===== src/rtl/inst_fetch_resp_pkg.sv =====
// Shared types and constants for the instruction-fetch responder.
package fetch_pkg;

  localparam int ADDR_W_DEF = 10;
  localparam logic [31:0] NOP_INST = 32'h0000_0000;

  typedef enum logic [1:0] {
    IDLE,
    WAIT,
    RESP
  } state_t;

endpackage


===== src/rtl/inst_fetch_resp_if.sv =====
// Word-addressed instruction memory bus with a single-cycle ready handshake.
interface inst_fetch_resp_if
  import fetch_pkg::*;
#(
  parameter int ADDR_W = ADDR_W_DEF
);

  logic              mem_en;
  logic [ADDR_W-1:0] mem_addr;
  logic [31:0]       mem_rdata;
  logic              mem_ready;

  modport master (
    output mem_en,
    output mem_addr,
    input  mem_rdata,
    input  mem_ready
  );

  modport slave (
    input  mem_en,
    input  mem_addr,
    output mem_rdata,
    output mem_ready
  );

endinterface


===== src/rtl/inst_fetch_resp_line_buf.sv =====
// One-entry last-fetch buffer: full 32-bit tag, data word and valid bit.
module fetch_line_buf
  import fetch_pkg::*;
(
  input  logic        clk,
  input  logic        rst,
  input  logic        fill,
  input  logic [31:0] fill_addr,
  input  logic [31:0] fill_data,
  input  logic [31:0] lookup_addr,
  output logic        hit,
  output logic [31:0] data
);

  logic        buf_valid;
  logic [31:0] buf_addr;
  logic [31:0] buf_data;

  always_ff @(posedge clk or negedge rst) begin
    if (!rst) begin
      buf_valid <= 1'b0;
      buf_addr  <= 32'h0;
      buf_data  <= NOP_INST;
    end else if (fill) begin
      buf_valid <= 1'b1;
      buf_addr  <= fill_addr;
      buf_data  <= fill_data;
    end
  end

  // Full-width tag so addresses aliasing onto the same word index still miss.
  assign hit  = buf_valid && (buf_addr == lookup_addr);
  assign data = buf_data;

endmodule


===== src/rtl/inst_fetch_resp.sv =====
// Instruction-fetch responder: serves PC fetches from a one-entry buffer or
// from memory, with misalignment and timeout reporting and a stall to the PC.
module inst_fetch_resp
  import fetch_pkg::*;
#(
  parameter int ADDR_W  = ADDR_W_DEF,
  parameter int TIMEOUT = 16
) (
  input  logic               clk,
  input  logic               rst,
  input  logic               ce,
  input  logic [31:0]        inst_address,
  output logic [31:0]        inst,
  output logic               inst_valid,
  output logic               stall,
  output logic               addr_err,
  output logic               bus_err,
  inst_fetch_resp_if.master  mem
);

  state_t            state, state_next;
  logic [31:0]       req_addr, req_addr_next;
  logic [31:0]       inst_next;
  logic              addr_err_next, bus_err_next;
  logic              mem_en_q, mem_en_next;
  logic [ADDR_W-1:0] mem_addr_q, mem_addr_next;
  logic [7:0]        cnt, cnt_next;
  logic              drop, drop_next;
  logic              fill;
  logic              hit;
  logic [31:0]       buf_data;

  fetch_line_buf u_line_buf (
    .clk         (clk),
    .rst         (rst),
    .fill        (fill),
    .fill_addr   (req_addr),
    .fill_data   (mem.mem_rdata),
    .lookup_addr (inst_address),
    .hit         (hit),
    .data        (buf_data)
  );

  always_ff @(posedge clk or negedge rst) begin
    if (!rst) begin
      state      <= IDLE;
      req_addr   <= 32'h0;
      inst       <= NOP_INST;
      addr_err   <= 1'b0;
      bus_err    <= 1'b0;
      mem_en_q   <= 1'b0;
      mem_addr_q <= '0;
      cnt        <= 8'd0;
      drop       <= 1'b0;
    end else begin
      state      <= state_next;
      req_addr   <= req_addr_next;
      inst       <= inst_next;
      addr_err   <= addr_err_next;
      bus_err    <= bus_err_next;
      mem_en_q   <= mem_en_next;
      mem_addr_q <= mem_addr_next;
      cnt        <= cnt_next;
      drop       <= drop_next;
    end
  end

  always_comb begin
    state_next    = state;
    req_addr_next = req_addr;
    inst_next     = inst;
    addr_err_next = addr_err;
    bus_err_next  = bus_err;
    mem_en_next   = mem_en_q;
    mem_addr_next = mem_addr_q;
    cnt_next      = cnt;
    drop_next     = drop;
    fill          = 1'b0;
    case (state)
      IDLE: begin
        if (ce) begin
          req_addr_next = inst_address;
          addr_err_next = 1'b0;
          bus_err_next  = 1'b0;
          drop_next     = 1'b0;
          if (inst_address[1:0] != 2'b00) begin
            addr_err_next = 1'b1;
            inst_next     = NOP_INST;
            state_next    = RESP;
          end else if (hit) begin
            inst_next  = buf_data;
            state_next = RESP;
          end else begin
            mem_en_next   = 1'b1;
            mem_addr_next = inst_address[ADDR_W+1:2];
            cnt_next      = 8'd0;
            state_next    = WAIT;
          end
        end
      end
      WAIT: begin
        // A PC that gives up mid-transaction still lets memory finish and
        // fills the buffer, but gets no delivery pulse.
        if (!ce) drop_next = 1'b1;
        if (mem.mem_ready) begin
          inst_next   = mem.mem_rdata;
          fill        = 1'b1;
          mem_en_next = 1'b0;
          state_next  = RESP;
        end else if (cnt == 8'(TIMEOUT - 1)) begin
          mem_en_next  = 1'b0;
          bus_err_next = 1'b1;
          inst_next    = NOP_INST;
          state_next   = RESP;
        end else begin
          cnt_next = cnt + 8'd1;
        end
      end
      RESP:    state_next = IDLE;
      default: state_next = IDLE;
    endcase
  end

  assign inst_valid   = (state == RESP) && !drop;
  assign stall        = ce && (state != RESP);
  assign mem.mem_en   = mem_en_q;
  assign mem.mem_addr = mem_addr_q;

endmodule


===== src/flat_wrapper.sv =====
// flat-port wrapper written by rule: the top's interface ports become plain ports
module inst_fetch_resp_flat import fetch_pkg::*;
#(
  parameter int ADDR_W  = ADDR_W_DEF,
  parameter int TIMEOUT = 16
)
  (clk, rst, ce, inst_address, inst, inst_valid, stall, addr_err, bus_err, mem_mem_en, mem_mem_addr, mem_mem_rdata, mem_mem_ready);
  inst_fetch_resp_if #(.ADDR_W(ADDR_W)) mem_i ();
  input  logic clk;
  input  logic rst;
  input  logic ce;
  input  logic [31:0] inst_address;
  output logic [31:0] inst;
  output logic inst_valid;
  output logic stall;
  output logic addr_err;
  output logic bus_err;
  output wire logic [$bits(mem_i.mem_en)-1:0] mem_mem_en;
  output wire logic [$bits(mem_i.mem_addr)-1:0] mem_mem_addr;
  input wire logic [$bits(mem_i.mem_rdata)-1:0] mem_mem_rdata;
  input wire logic [$bits(mem_i.mem_ready)-1:0] mem_mem_ready;
  assign mem_mem_en = mem_i.mem_en;
  assign mem_mem_addr = mem_i.mem_addr;
  assign mem_i.mem_rdata = mem_mem_rdata;
  assign mem_i.mem_ready = mem_mem_ready;
  inst_fetch_resp #(.ADDR_W(ADDR_W), .TIMEOUT(TIMEOUT)) u_core (.clk(clk), .rst(rst), .ce(ce), .inst_address(inst_address), .inst(inst), .inst_valid(inst_valid), .stall(stall), .addr_err(addr_err), .bus_err(bus_err), .mem(mem_i));
endmodule

===== config.mk =====
export PLATFORM = sky130hd
export DESIGN_NAME = inst_fetch_resp_flat
export DESIGN_NICKNAME = d
export VERILOG_FILES = /design/src/rtl/inst_fetch_resp_pkg.sv /design/src/rtl/inst_fetch_resp_if.sv /design/src/rtl/inst_fetch_resp_line_buf.sv /design/src/rtl/inst_fetch_resp.sv /design/src/flat_wrapper.sv
export SDC_FILE = /design/constraint.sdc
export NUM_CORES = 1
export LEC_CHECK = 0
export CAP_MARGIN = 20
export CORE_AREA = 2 2 111 113
export CTS_BUF_LIST = sky130_fd_sc_hd__clkbuf_8
export CTS_CLUSTER_DIAMETER = 40
export DETAILED_ROUTE_END_ITERATION = 12
export DIE_AREA = 0 0 113 115
export PLACE_DENSITY = 0.86
export SYNTH_ARGS = -nofsm -noshare
export SYNTH_HDL_FRONTEND = slang
export SYNTH_SLANG_ARGS = --single-unit

===== constraint.sdc =====
create_clock -name clk -period 4.3 [get_ports clk]
set_input_delay 0.43 -clock clk [delete_from_list [all_inputs] [get_ports clk]]
set_output_delay 0.43 -clock clk [all_outputs]
set_load 0.01 [all_outputs]

==> results.toml, run 1 <==
[synth]
synth_warnings = 0
synthMuxAreaShare_pct = 8.72
synth_compound_area_share_pct = 2.75
synth.distinct_cells = 43
synth.most_common_cell = "nand2_1"
synth_commonest_cells = "nand2_1 (359), dfrtp_1 (153), mux2_4 (29), xor2_1 (20), xnor2_1 (17)"
ys_ff_latch = 153
synth_top_family_by_area = "simple AND/OR/NAND/NOR gates"
synth_top_area_cell = "dfrtp_1"
seq_area_frac_synth_pct = 56.4
syn_nets = 769
synth-edff-count = 0
synth_simple_gate_area_share_pct = 23.9
async_flop_share_pct = 100
synth_flop_cell = "dfrtp_1"
synth_xor_area_share_pct = 4.78
syn_area_sq_um = 6780
netlist_instances = 700
synth_top_cell_area_share_pct = 56.4
synth_area_leaders = "dfrtp_1 (56%), nand2_1 (20%), mux2_4 (6.4%)"
syn_avg_cell_area_sq_um = 9.69
synth-adder-area-share_pct = 0.184

[finish]
seq_area_sq_um = 3830
utilization_pct = 71.2
area.growth.synth_to_final_pct = 23.9
multi_input_area_sq_um = 2740
diodes = 0
drive_above_1_share_pct = 11.6
n_fill_cell = 844
layout.nets = 881
stdcell_count = 972

[global_route]
grt_pass1_wl_um = 25100
grt_remaining_overflow = 0
grt_usage_pct = 24.7
grt_pass1_vias = 5276
antenna_found_initial = 0
grt_max_degree = 126

[worst_hold_path]
hold_path.class = "primary input to asynchronous set/reset pin"

[route]
wl_um = 15100
drt-initial-drc-count = 481
wl_per_cell_um = 15.5
drc = 11
vias_per_cell = 5.35
drt.antenna.violating_nets = 0
routed-via-count = 5205
drtPass1Iterations = 9

[clocking]
cts_made_buffers = 17
cts_max_level = 4
cts_tree = "done"
cts_buffer_depth = 2
cts_sinks = 153
clkLatencyLatePin_ns = 0.44
clkTransAtPathRegs_ns = 0.08
cts_root_buf = "clkbuf_8"
cts_setup_buffers = 0

[pwr]
p_comb_share_pct = 25.9
internal_power_mw = 3.01
power_density_nw_per_um2 = 516
total_leakage_power_nw = 4.29
p_sw_mw = 1.32
p_sw_share_pct = 30.5
pwr-share-seq_pct = 49.7
irDropWorstVdd_mv = 0.318
clock_power_share_pct = 24.4

[sta]
finalCriticalPeriod_ns = 2.93
finClkSkew_ns = 0.00773
grt_setup_unrepaired = "false"
tightest_slew_ns = 0.906
setup_tns_ns = 0
post-route-period-util_pct = 68.2
hold_viol_final = 0
slew_viol_final = 0
slew_headroom_pct = 39.3
setup_viol = 0
max_freq_mhz = 341

[setup_path]
critical_path_peak_fanout = 19
cpLargestDelayFamily = "simple AND/OR/NAND/NOR gates"
cp.depth = 8
critical_path.cell_chain = "clkdlybuf4s50_1 > xor2_1 > nor4_1 > nand4_1 > nor3_1 > a31o_2 > buf_12 > mux2_2"
critPathKind = "primary input to flop"
crit_buf_inv = 2
cp.arrival_ns = 3.27
critPathCaptureType = "flop"
reg2reg_setup_slack_ns = 1.46
reg2reg_depth = 7
cp_slowest_stage_delay_ns = 0.61
worstPathRequired_ns = 4.64
worst_path_max_delay_cell = "a31o_2"
startpoint_type = "primary input"

[place]
hpwl_um = 10400
dp_cells = 938
portBuffers = 114
gp_congestion = 0.802

[die]
row_count = 40
ios = 115
initial_core_util_pct = 57.4
die_w_um = 113
dieArea_sq_um = 13000
coreArea_sq_um = 11800
die_y_um = 115

[status]
status = "complete, but fails checks"
violations = "design-rule violations"

[job]
maxCapViolCount = 0
[kinds of logic after synthesis]
group | after synthesis
compound gates | 24
xor+xnor | 37
fa+ha+maj | 1
buf+inv | 33
flops | 153
mux | 43
simple gates | 409
[final timing paths]
kind / start / endpoint
worst min-delay path: rst / u_core.u_line_buf.data[0]
worst min register to register: u_core.u_line_buf.buf_valid / u_core.u_line_buf.buf_valid
worst max register to register: u_core.u_line_buf.buf_addr[16] / u_core.inst[28]
worst max-delay path: inst_address[0] / u_core.inst[28]
min in group clk: u_core.u_line_buf.buf_valid / u_core.u_line_buf.buf_valid
max in group asynchronous: rst / u_core.u_line_buf.data[24]
[power by group through the flow]
stage               Sequential [mW]  Combinational, mW  Clock, mW
floorplan                      2.15              0.660          0
global placement               2.14               1.07          0
detailed placement             2.18               1.13          0
CTS                            2.15               1.13       1.08
global route                   2.21               1.25       1.14
finish                         2.16               1.12       1.06
[routing by layer]
layer	up-vias	global-route usage (%)	routed length [um]
met4	0	7.80	177
met3	16	5.75	885
met1	2577	32.2	6330
met5	-	0	0
li1	2441	-	-
met2	171	41.6	7680
[area by class of cell]
class / count / area share, %
clock buffers: 19 / 3.11
well taps: 147 / 2.19
clock inverters: 13 / 1.52
multi-input cells: 514 / 32.6
inverters: 2 / 0.0893
flip-flops and latches: 153 / 45.5
repair buffers: 124 / 14.9
[cells in the final DEF (no fill, tap or decap), types with 3 or more instances in the layout]
cell type,count
a21oi_1,4
a22o_1,4
a31o_2,3
and2_1,7
buf_4,7
clkbuf_8,19
clkdlybuf4s50_1,113
clkinv_2,6
dfrtp_1,153
mux2_2,13
mux2_4,29
nand2_1,358
nand3_1,7
nand4_1,6
nor2_1,12
nor3_1,4
nor4_1,5
o21ai_0,4
xnor2_1,17
xor2_1,20
[stage by stage]
step | hold WS, ns | cell area, sq um | worst slack (ns) | power, mW
floorplan | 0.134 | 6780 | 2.06 | 2.81
global placement | 0.446 | 7980 | 0.937 | 3.21
detailed placement | 0.452 | 7980 | 0.893 | 3.30
CTS | 0.206 | 8370 | 1.35 | 4.37
global route | 0.469 | 8410 | 1.16 | 4.60
finish | 0.464 | 8410 | 1.37 | 4.34
[registers in the layout (all words and copies together) (netlist names)]
name and count:
u_core.mem.mem_addr 10, u_core.cnt 8, u_core.req_addr 32, u_core.drop 1, u_core.u_line_buf.buf_addr 32, u_core.inst 32, u_core.u_line_buf.data 32, u_core.bus_err 1
u_core.state 2, u_core.u_line_buf.buf_valid 1, u_core.mem.mem_en 1, u_core.addr_err 1
[what timing repair did]
item	in CTS	in global routing
gates resized for setup	0	0
hold buffers	0	1
endpoints found under the hold margin	0	41
(Power assumes the default switching activity.)
==> run 2, diff against run 1 <==
--- a/config.mk
+++ b/config.mk
@@ -6,12 +6,12 @@
 export NUM_CORES = 1
 export LEC_CHECK = 0
 export CAP_MARGIN = 20
-export CORE_AREA = 2 2 111 113
+export CORE_AREA = 2 2 120 122
 export CTS_BUF_LIST = sky130_fd_sc_hd__clkbuf_8
 export CTS_CLUSTER_DIAMETER = 40
 export DETAILED_ROUTE_END_ITERATION = 12
-export DIE_AREA = 0 0 113 115
-export PLACE_DENSITY = 0.86
+export DIE_AREA = 0 0 122 124
+export PLACE_DENSITY = 0.78
 export SYNTH_ARGS = -nofsm -noshare
 export SYNTH_HDL_FRONTEND = slang
 export SYNTH_SLANG_ARGS = --single-unit
==> constraint.sdc (replaced) <==
create_clock -name clk -period 2.5 [get_ports clk]
set_input_delay 0.25 -clock clk [delete_from_list [all_inputs] [get_ports clk]]
set_output_delay 0.25 -clock clk [all_outputs]
set_load 0.01 [all_outputs]
==> results.toml, run 2 (synthesized netlist as in run 1, its figures left out) <==
[status]
status = "complete, no violations"

[sta]
fin_ws_ns = 0.0961
tightest_slew_ns = 0.549
slew_viol_final = 0
grt_setup_unrepaired = "false"
finalCriticalPeriod_ns = 2.40
finClkSkew_ns = 0.0130
slew_headroom_pct = 63.4
post-route-period-util_pct = 96.2
hold_viol_final = 0
setup_viol = 0
max_freq_mhz = 416

[place]
gp_congestion = 0.802
portBuffers = 114
post-place-ws_ns = -0.201
hpwl_um = 10200

[die]
coreArea_sq_um = 13700
initial_core_util_pct = 49.4
die_w_um = 122
ios = 115
dieArea_sq_um = 15100
row_count = 43
die_y_um = 124

[route]
drtPass1Iterations = 5
wl_met1_um = 6850
routed-via-count = 5045
routed.top_layer = "met4"
wl_um = 15200
detailroute.wirelength.met3_um = 802
drt-initial-drc-count = 385
drt.antenna.violating_nets = 0
wl_met2_um = 7340
drc = 0
wl_per_cell_um = 14.9
vias_per_cell = 4.97

[setup_path]
reg2reg_setup_slack_ns = 0.1
cp.arrival_ns = 2.75
startpoint_type = "flop"
r2r-end = "u_core.inst[28]"
critPathKind = "flop to flop"
reg2reg_depth = 6
worstReg2RegStart = "u_core.cnt[5]"
critical_path_peak_fanout = 18
worstPathRequired_ns = 2.85
critPathCaptureType = "flop"

[global_route]
grt_usage_pct = 21.6
antenna_found_initial = 1
grt_pass1_wl_um = 25200
grt_max_degree = 60
grt_remaining_overflow = 0
grt_pass1_vias = 5196

[finish]
layout_common_cells = "nand2_1 (358), dfrtp_1 (153), clkdlybuf4s50_1 (113), mux2_4 (29), xor2_1 (20)"
layout.nets = 892
multi_input_area_sq_um = 2750
diodes = 0
layout_commonest_cell = "nand2_1"
area.growth.synth_to_final_pct = 27.1
drive_above_1_share_pct = 12.7
n_fill_cell = 1129
seq_area_sq_um = 3830

[clocking]
cts_buffer_depth = 2
cts_setup_buffers = 0
clkLatencyLatePin_ns = 0.46
cts_made_buffers = 17
cts_sinks = 153
cts_root_buf = "clkbuf_8"
cts_max_level = 4
clkTransAtPathRegs_ns = 0.08
cts_tree = "done"

[pwr]
total_power_mw = 7.64
irDropWorstVdd_mv = 0.642
total_leakage_power_nw = 4.37
power_density_nw_per_um2 = 886

[job]
maxCapViolCount = 0

[worst_hold_path]
hold_path.class = "primary input to asynchronous set/reset pin"
[run 2: cell types whose count changed in the layout (fill, tap and decap cells not counted), sizes merged]
cell | previous run | this run
buf | 10 | 21
clkinvlp | 1 | 3
inv | 3 | 6
clkinv | 9 | 4
clkbuf | 19 | 17
bufinv | 2 | 4
[run 2: worst max path at each step]
| stage | start | to |
|---|---|---|
| 2_1_floorplan | u_core.cnt[5] | u_core.inst[0] |
| 3_3_place_gp | inst_address[9] | u_core.inst[29] |
| 3_5_place_dp | inst_address[0] | u_core.inst[29] |
| 4_1_cts | u_core.cnt[5] | u_core.inst[28] |
| 5_1_grt | u_core.state[0] | stall |
| 6_report | u_core.cnt[5] | u_core.inst[28] |
[run 2: power by group]
group,leakage [nW],total [mW],internal [mW],switching (mW)
combinational,2.19,1.95,1.05,0.896
sequential,1.96,3.70,3.22,0.476
clock,0.221,2.00,1.07,0.922
total,4.37,7.64,5.35,2.29
[run 2: cell type report]
cell class                 count  area share (%)
inverter                       2           0.131
timing repair buffer         135            16.1
multi-input combinational    514            31.9
sequential                   153            44.4
clock inverter                15            2.16
tap                          180            2.61
clock buffer                  17            2.71
[run 2: timing repair]
action                                 CTS  global route
setup endpoints to repair                0            12
endpoints found under the hold margin   56             0
resized for setup                        0             2
hold buffers                             1             0
[run 2: stage by stage]
stage / utilization [%] / hold WS, ns / instance area [sq um] / TNS [ns] / std cells
after detailed placement: 59.7 / 0.261 / 8190 / -6.79 / 983
after floorplan: - / -0.0456 / 6780 / 0 / 700
after global routing: 62.9 / 0.339 / 8620 / 0 / 1016
after global placement: 59.7 / 0.256 / 8190 / -5.97 / 983
final: 62.9 / 0.312 / 8620 / 0 / 1016
after CTS: 62.8 / 0.317 / 8620 / 0 / 1016
[run 2: worst max-delay path, stage by stage (launching register included)]
cell	delay (ns)
dfrtp_1	0.43
or4_4	0.56
o21a_4	0.23
a211oi_2	0.26
a31o_2	0.27
buf_12	0.20
mux2_2	0.34
[run 2: routing by layer]
layer | GRT usage [%] | up-vias
met5 | 0 | -
met1 | 28.8 | 2448
met2 | 35.0 | 118
met4 | 6.97 | 0
li1 | - | 2461
met3 | 5.49 | 18
